[src/rtl/imem_controller.sv]
// ============================================================================
// imem_controller : boot-load sequencer and fetch/loader arbiter for the IMEM
// Rev 1.0
// ============================================================================
`default_nettype none

module imem_controller #(
  parameter int          DEPTH     = 256,
  parameter int          ADDR_W    = 8,
  parameter int          BOOT_LOAD = 1,
  parameter logic [31:0] NOP_INSTR = 32'h00000013
) (
  input  logic              CLK,
  input  logic              RST_N,
  // program loader
  input  logic              Load_Valid,
  input  logic [ADDR_W-1:0] Load_Addr,
  input  logic [31:0]       Load_Data,
  input  logic              Load_Done,
  output logic              Load_Ready,
  // fetch stage
  input  logic              Fetch_Req,
  input  logic [31:0]       Fetch_PC,
  input  logic              Fetch_Flush,
  output logic              Fetch_Ready,
  output logic              Instr_Valid,
  output logic [31:0]       Instr,
  output logic [31:0]       Instr_PC,
  output logic              Fetch_Fault,
  output logic              Core_Run,
  output logic [ADDR_W:0]   Load_Count,
  // memory array
  output logic [ADDR_W-1:0] Mem_Addr,
  output logic              Mem_WE,
  output logic              Mem_RE,
  output logic [31:0]       Mem_WData,
  input  logic [31:0]       Mem_RData
);

  typedef enum logic [0:0] {
    ST_LOAD = 1'b0,
    ST_RUN  = 1'b1
  } state_e;

  localparam state_e          RESET_STATE = (BOOT_LOAD != 0) ? ST_LOAD : ST_RUN;
  localparam logic [29:0]     DEPTH_WORDS = 30'(DEPTH);
  localparam logic [ADDR_W:0] COUNT_MAX   = (ADDR_W + 1)'(DEPTH);

  state_e            state_q, state_d;
  logic              pend_q, pend_d;
  logic              pend_fault_q, pend_fault_d;
  logic [31:0]       pend_pc_q, pend_pc_d;
  logic [31:0]       hold_instr_q, hold_instr_d;
  logic [31:0]       hold_pc_q, hold_pc_d;
  logic [ADDR_W:0]   count_q, count_d;

  logic              w_write;
  logic              w_accept;
  logic              w_pc_ok;
  logic              w_read;
  logic              w_return;
  logic [31:0]       w_ret_instr;

  // Strobes are gated by RST_N so nothing reaches the array while reset is held.
  assign w_write  = Load_Valid & RST_N;
  assign w_pc_ok  = (Fetch_PC[1:0] == 2'b00) && (Fetch_PC[31:2] < DEPTH_WORDS);
  assign w_accept = Fetch_Req & Fetch_Ready;
  assign w_read   = w_accept & w_pc_ok;

  // A flush in the return cycle kills only the read already in flight.
  assign w_return    = pend_q & ~Fetch_Flush;
  assign w_ret_instr = pend_fault_q ? NOP_INSTR : Mem_RData;

  always_comb begin
    Load_Ready  = w_write;
    Fetch_Ready = RST_N & (state_q == ST_RUN) & ~Load_Valid;
    Core_Run    = (state_q == ST_RUN);
    Load_Count  = count_q;

    Mem_WE    = w_write;
    Mem_RE    = w_read;
    Mem_WData = w_write ? Load_Data : 32'h0;
    Mem_Addr  = '0;
    if (w_write) begin
      Mem_Addr = Load_Addr;
    end else if (w_read) begin
      Mem_Addr = Fetch_PC[ADDR_W+1:2];
    end

    Instr_Valid = w_return;
    Fetch_Fault = w_return & pend_fault_q;
    Instr       = w_return ? w_ret_instr : hold_instr_q;
    Instr_PC    = w_return ? pend_pc_q   : hold_pc_q;
  end

  always_comb begin
    state_d      = state_q;
    pend_d       = w_accept;
    pend_fault_d = pend_fault_q;
    pend_pc_d    = pend_pc_q;
    hold_instr_d = hold_instr_q;
    hold_pc_d    = hold_pc_q;
    count_d      = count_q;

    case (state_q)
      ST_LOAD: if (Load_Done) state_d = ST_RUN;
      ST_RUN:  state_d = ST_RUN;
      default: state_d = RESET_STATE;
    endcase

    if (w_accept) begin
      pend_fault_d = ~w_pc_ok;
      pend_pc_d    = Fetch_PC;
    end

    if (w_return) begin
      hold_instr_d = w_ret_instr;
      hold_pc_d    = pend_pc_q;
    end

    if (w_write && (count_q != COUNT_MAX)) begin
      count_d = count_q + 1'b1;
    end
  end

  always_ff @(posedge CLK or negedge RST_N) begin
    if (!RST_N) begin
      state_q      <= RESET_STATE;
      pend_q       <= 1'b0;
      pend_fault_q <= 1'b0;
      pend_pc_q    <= 32'h0;
      hold_instr_q <= NOP_INSTR;
      hold_pc_q    <= 32'h0;
      count_q      <= '0;
    end else begin
      state_q      <= state_d;
      pend_q       <= pend_d;
      pend_fault_q <= pend_fault_d;
      pend_pc_q    <= pend_pc_d;
      hold_instr_q <= hold_instr_d;
      hold_pc_q    <= hold_pc_d;
      count_q      <= count_d;
    end
  end

endmodule

`default_nettype wire
[config.mk]
export PLATFORM = sky130hd
export DESIGN_NAME = imem_controller
export DESIGN_NICKNAME = d
export VERILOG_FILES = /design/src/rtl/imem_controller.sv
export SDC_FILE = /design/constraint.sdc
export NUM_CORES = 1
export LEC_CHECK = 0
export ABC_CLOCK_PERIOD_IN_PS = 1450
export CORE_MARGIN = 3
export CORE_UTILIZATION = 37
export CTS_CLUSTER_DIAMETER = 30
export DETAILED_ROUTE_END_ITERATION = 7
export PLACE_DENSITY = 0.88
export REMOVE_ABC_BUFFERS = 1
export SYNTH_ARGS = -nofsm -noshare
export SYNTH_HDL_FRONTEND = slang
export SYNTH_SLANG_ARGS = --single-unit
[constraint.sdc]
create_clock -name CLK -period 1.45 [get_ports CLK]
set_clock_uncertainty 0.2 [all_clocks]
set_input_delay 0.145 -clock CLK [delete_from_list [all_inputs] [get_ports CLK]]
set_output_delay 0.145 -clock CLK [all_outputs]
set_load 0.1 [all_outputs]
==> metrics.md, run 1 <==
| Metric | Value |
|---|---|
| Post-synth EDFFs | 0 |
| IO Port Bufs | 229 |
| Starting density of the core | 0.383 |
| Netlist cell types | 34 |
| Detailed placer's ending HPWL | 13800 um |
| Hold-fix buffers at CTS | 15 |
| Syn avg cell area | 8.84 um^2 |
| Die X | 118 um |
| Status | aborted with a tool error |
| Tool error | [ERROR DPL-0033] detailed placement checks failed during check placement. |
| Longest Clk Path Bufs | 2 |
| #FFs+latches synth | 108 |
| Post-CTS Resized | 432 |
| Cts bufs inserted | 9 |
| Number of placed cells counting well taps | 1002 |
| Clk Tree Root Cell | clkbuf_16 |
| TritonCTS Sinks | 108 |
| Row cnt | 40 |
| Synth Cell Area | 0.00466 mm^2 |
| I/O Pins | 230 |
| Asr flop ratio synth | 1.00 |
| Post-synthesis sequential area ratio | 0.581 |
| Post-CTS Setup Inserts | 76 |
| CTS HTree Levels | 3 |
| Stage reached | clock tree synthesis (4_1_cts) |
| Post-Synthesis Cells | 527 |
| Die height | 118 um |
| Synth Warn # | 0 |
| Dpl cell area | 0.00910 mm^2 |
| Routability cong. | 0.856 |
| Main synth FF type | dfrtp_1 |
-- per-stage QoR --
step                      setup slack, ns   util  hold slack, ns
after floorplan                     -3.72      -          -0.351
after global placement             -0.759  0.748         -0.0896
after detailed placement           -0.942  0.748         -0.0836
-- cells by family after synthesis --
logic type / after synthesis / share of synthesized area
AOI/OAI and AO/OA: 43 / 0.0545
DFF: 108 / 0.581
and+or+nand+nor: 328 / 0.305
adders and majority gates: 2 / 0.00537
buffers and inverters: 38 / 0.0384
muxes: 1 / 0.00242
xor gates and xnor gates: 7 / 0.0132
-- synth_stat cells (all sizes together), types with 2 or more instances --
library cell | instances | area (um^2)
clkbuf | 18 | 67.6
nand4 | 4 | 31.3
xor2 | 4 | 35.0
xnor2 | 3 | 26.3
o21ai | 32 | 160
nor4 | 7 | 50.1
inv | 5 | 18.8
o31ai | 8 | 60.1
dfrtp | 105 | 2630
buf | 14 | 88.8
nand3 | 10 | 75.1
nor3 | 3 | 15.0
dfstp | 3 | 78.8
and3 | 32 | 200
nand2 | 263 | 990
nor2 | 5 | 18.8
ha | 2 | 25.0
==> inputs of run 2 (changes only) <==
==> config.mk (replaced) <==
export PLATFORM = sky130hd
export DESIGN_NAME = imem_controller
export DESIGN_NICKNAME = d
export VERILOG_FILES = /design/src/rtl/imem_controller.sv
export SDC_FILE = /design/constraint.sdc
export NUM_CORES = 1
export LEC_CHECK = 0
export ABC_CLOCK_PERIOD_IN_PS = 1900
export CORE_MARGIN = 3
export CORE_UTILIZATION = 25
export DETAILED_ROUTE_END_ITERATION = 7
export PLACE_DENSITY_LB_ADDON = 0.15
export REMOVE_ABC_BUFFERS = 1
export SYNTH_ARGS = -nofsm -noshare
export SYNTH_HDL_FRONTEND = slang
export SYNTH_SLANG_ARGS = --single-unit
==> constraint.sdc (replaced) <==
create_clock -name CLK -period 1.9 [get_ports CLK]
set_clock_uncertainty 0.2 [all_clocks]
set_input_delay 0.19 -clock CLK [delete_from_list [all_inputs] [get_ports CLK]]
set_output_delay 0.19 -clock CLK [all_outputs]
set_load 0.1 [all_outputs]
==> metrics.md, run 2 <==
| Metric | Value |
|---|---|
| Status | complete, but fails checks |
| Failing checks | negative hold slack, negative setup slack |
| Most frequent cells in the layout | buf_12, buf_4, nand2_1, dfrtp_1, nand2_4 |
| #FFs+latches synth | 108 |
| Slew Viols, Final | 0 |
| Via count | 5337 |
| FILL cells | 1326 |
| Top cells by count, synth | nand2_1, dfrtp_1, and3_1, o21ai_0, clkbuf_1 |
| DRT Pass-1 Iters | 5 |
| TritonCTS Sinks | 108 |
| Required time of the critical path | 1.51 ns |
| Post-Synth Simple-Gate Area | 0.305 |
| Power per cell area | 817 mW/mm^2 |
| Sw frac | 0.420 |
| Initial antenna violation count | 0 |
| Longest Clk Path Bufs | 2 |
| Max-slew headroom | 0.592 |
| WL/cell | 19.0 um |
| Comb pwr share | 0.495 |
| Vias in the first global route | 5642 |
| Minimum clock period | 2.13 ns |
| Synth-to-Final Area Change | 160% |
| Main synth FF type | dfrtp_1 |
| RSZ-0062 raised after global routing | yes |
| Buf/Inv on CP | 3 |
| CTS tree | built |
| Post-synth EDFFs | 0 |
| Max-cap violations | 0 |
| Post-synth top area share | 0.564 |
| Post-synthesis sequential area ratio | 0.581 |
| Clk Tree Root Cell | clkbuf_16 |
| Crit path max fanout | 5 |
| Worst hold path class | in -> reg |
| Hold slack | -0.0140 ns |
| Peak VDD IR | 0.800 mV |
| Netlist cell types | 34 |
| Top-count cell post-synth | nand2_1 |
| Biggest regs | hold_instr_q: 32 flops, hold_pc_q: 32 flops, pend_pc_q: 32 flops |
| Multi-input gate area | 0.00316 mm^2 |
| Cts bufs inserted | 9 |
| Area leader, netlist | dfrtp_1 |
| Final Core Density | 0.669 |
| First-pass GRT wire length | 32500 um |
| Post-Synth XOR/XNOR Area | 0.0132 |
| Syn avg cell area | 8.84 um^2 |
| Crit path capture type | output pin |
| Sequential power share | 0.302 |
| Post-Synthesis Cells | 527 |
| Synth Warn # | 0 |
| Sw power | 0.00416 W |
| Final setup margin | -0.227 ns |
| Post-Synth Adder-Cell Area | 0.00537 |
| Detailed placer's ending HPWL | 12500 um |
| Worst slew pin tran | 0.612 ns |
| Multiplexer share of the synthesized area | 0.00242 |
| Die X | 143 um |
| Core area | 0.0181 mm^2 |
| Gr usage total | 0.210 |
| Synth Area in Compound Gates | 0.0545 |
| Antenna cell count | 0 |
| WL final | 22300 um |
| Main combinational cell family by area after synthesis | simple AND/OR/NAND/NOR gates |
| Setup violators final | 74 |
| Synth Cell Area | 0.00466 mm^2 |
| Die area | 0.0203 mm^2 |
| Delay-heaviest family, CP | buffers and inverters |
| Crit path cell chain | nand4b_4 > inv_8 > nand3_4 > o31ai_4 > buf_4 > buf_12 |
| CTS HTree Levels | 3 |
| Clk pwr share | 0.203 |
| Largest net degree at the start of global routing | 49 |
| I/O Pins | 230 |
| Internal | 0.00575 W |
| Routability cong. | 0.784 |
| Asr flop ratio synth | 1.00 |
| Part of the cycle the worst path needs | 1.12 |
| Row cnt | 49 |
| Via density | 4.55 |
| Crit Path Class | reg -> out |
| Clk slew on worst S/H paths | 0.07 ns |
| Die height | 143 um |
| Total grt overflow | 0 |
| Tot Pwr | 0.00991 W |
| Fin nets | 1050 |
| Starting density of the core | 0.257 |
| Crit-path slowest cell | dfrtp_1 |
| Arrival time worst endpoint | 1.74 ns |
| Layout cells sized above 1 | 0.567 |
| Hold Violations, Final | 1 |
| Setup TNS | -8.95 ns |
| Detail Route Antenna Nets | 0 |
| Startpoint Class | register |
| Drt initial violations | 152 |
| Leak | 5.80 nW |
| Clock Latency Late Sink | 0.36 ns |
| Synth area leaders | dfrtp_1, nand2_1, and3_1 |
| Sequential Area | 0.00271 mm^2 |
| DRC errors left | 0 |
| CP peak stage delay | 0.39 ns |
| Most common cell after layout, fill and taps aside | buf_12 |
| Fmax | 470 MHz |
| IO Port Bufs | 229 |
## run 2: through the flow
step           instance area [um^2]  instances  worst slack, ns  hold WS [ns]
3_3_place_gp                   9080       1050           -0.542         0.105
3_5_place_dp                   9080       1050           -0.602         0.123
2_1_floorplan                  4500        495            -3.27        -0.306
4_1_cts                       11700       1150           -0.244      0.000682
6_report                      12100       1172           -0.227       -0.0140
5_1_grt                       12100       1172           -0.310       0.00203
## run 2: metal layers
layer / global-route usage / vias up / routed length, um / share of wire
li1: - / 2524 / - / -
met1: 0.258 / 2638 / 8800 / 0.39
met2: 0.368 / 145 / 12000 / 0.54
met3: 0.0454 / 30 / 1040 / 0.047
met4: 0.0660 / 0 / 491 / 0.022
met5: 0 / - / 0 / 0
## run 2: path summary, 6_finish.rpt
kind                                      startpoint                    endpoint  slack (ns)  cells past startpoint
setup / recovery                  Core_Run$_DFF_PN0_                 Mem_Addr[6]       -0.23                      6
setup reg to reg                    pend_q$_DFF_PN0_  hold_instr_q[27]$_DFF_PN0_        0.13                      8
min in group asynchronous                      RST_N   hold_instr_q[4]$_DFF_PN1_        0.46                      3
hold / removal                          Fetch_PC[17]   pend_pc_q[17]$_DFFE_PN0P_       -0.01                      4
hold reg to reg            pend_pc_q[25]$_DFFE_PN0P_   pend_pc_q[25]$_DFFE_PN0P_        0.28                      2
max in group asynchronous                      RST_N    pend_pc_q[6]$_DFFE_PN0P_        0.44                      4
## run 2: area by class of cell
class,instances,area share
clock inverter,3,0.00351
sequential,108,0.223
tap,229,0.0236
clock buffer,13,0.0231
inverter,6,0.00371
timing repair buffer,431,0.462
multi-input combinational,381,0.260
timing repair inverter,1,0.000722
## run 2: cell families (layout without fill, tap and decap cells)
group | Yosys count | in the layout
and+or+nand+nor | 328 | 328
DFF | 108 | 108
AOI/OAI and AO/OA | 43 | 43
buffers and inverters | 38 | 454
xor gates and xnor gates | 7 | 7
adders and majority gates | 2 | 2
muxes | 1 | 1
## run 2: worst reg2reg max path, delay by kind of cell (launching register included)
family	cells	cell delay (ns)
AND/OR/NAND/NOR	1	0.20
flip-flops	1	0.40
AO/OA/AOI/OAI	1	0.08
buffers and inverters	6	0.81
## run 2: what timing repair did
item                                   CTS  global route
endpoints found under the hold margin   66             3
setup buffers                           61            34
hold buffers                            14             3
cloned                                  18             5
setup endpoints to repair               73            76
gates resized for setup                376           116
pin swaps                              111            65
## run 2: power by group through the flow
stage,combinational [W],clock (W),sequential [W]
floorplan,0.00203,0,0.00325
global placement,0.00420,0,0.00288
detailed placement,0.00422,0,0.00291
CTS,0.00475,0.00207,0.00295
global route,0.00509,0.00216,0.00303
finish,0.00490,0.00201,0.00299
Note: power is estimated with default switching activity, not from simulation.
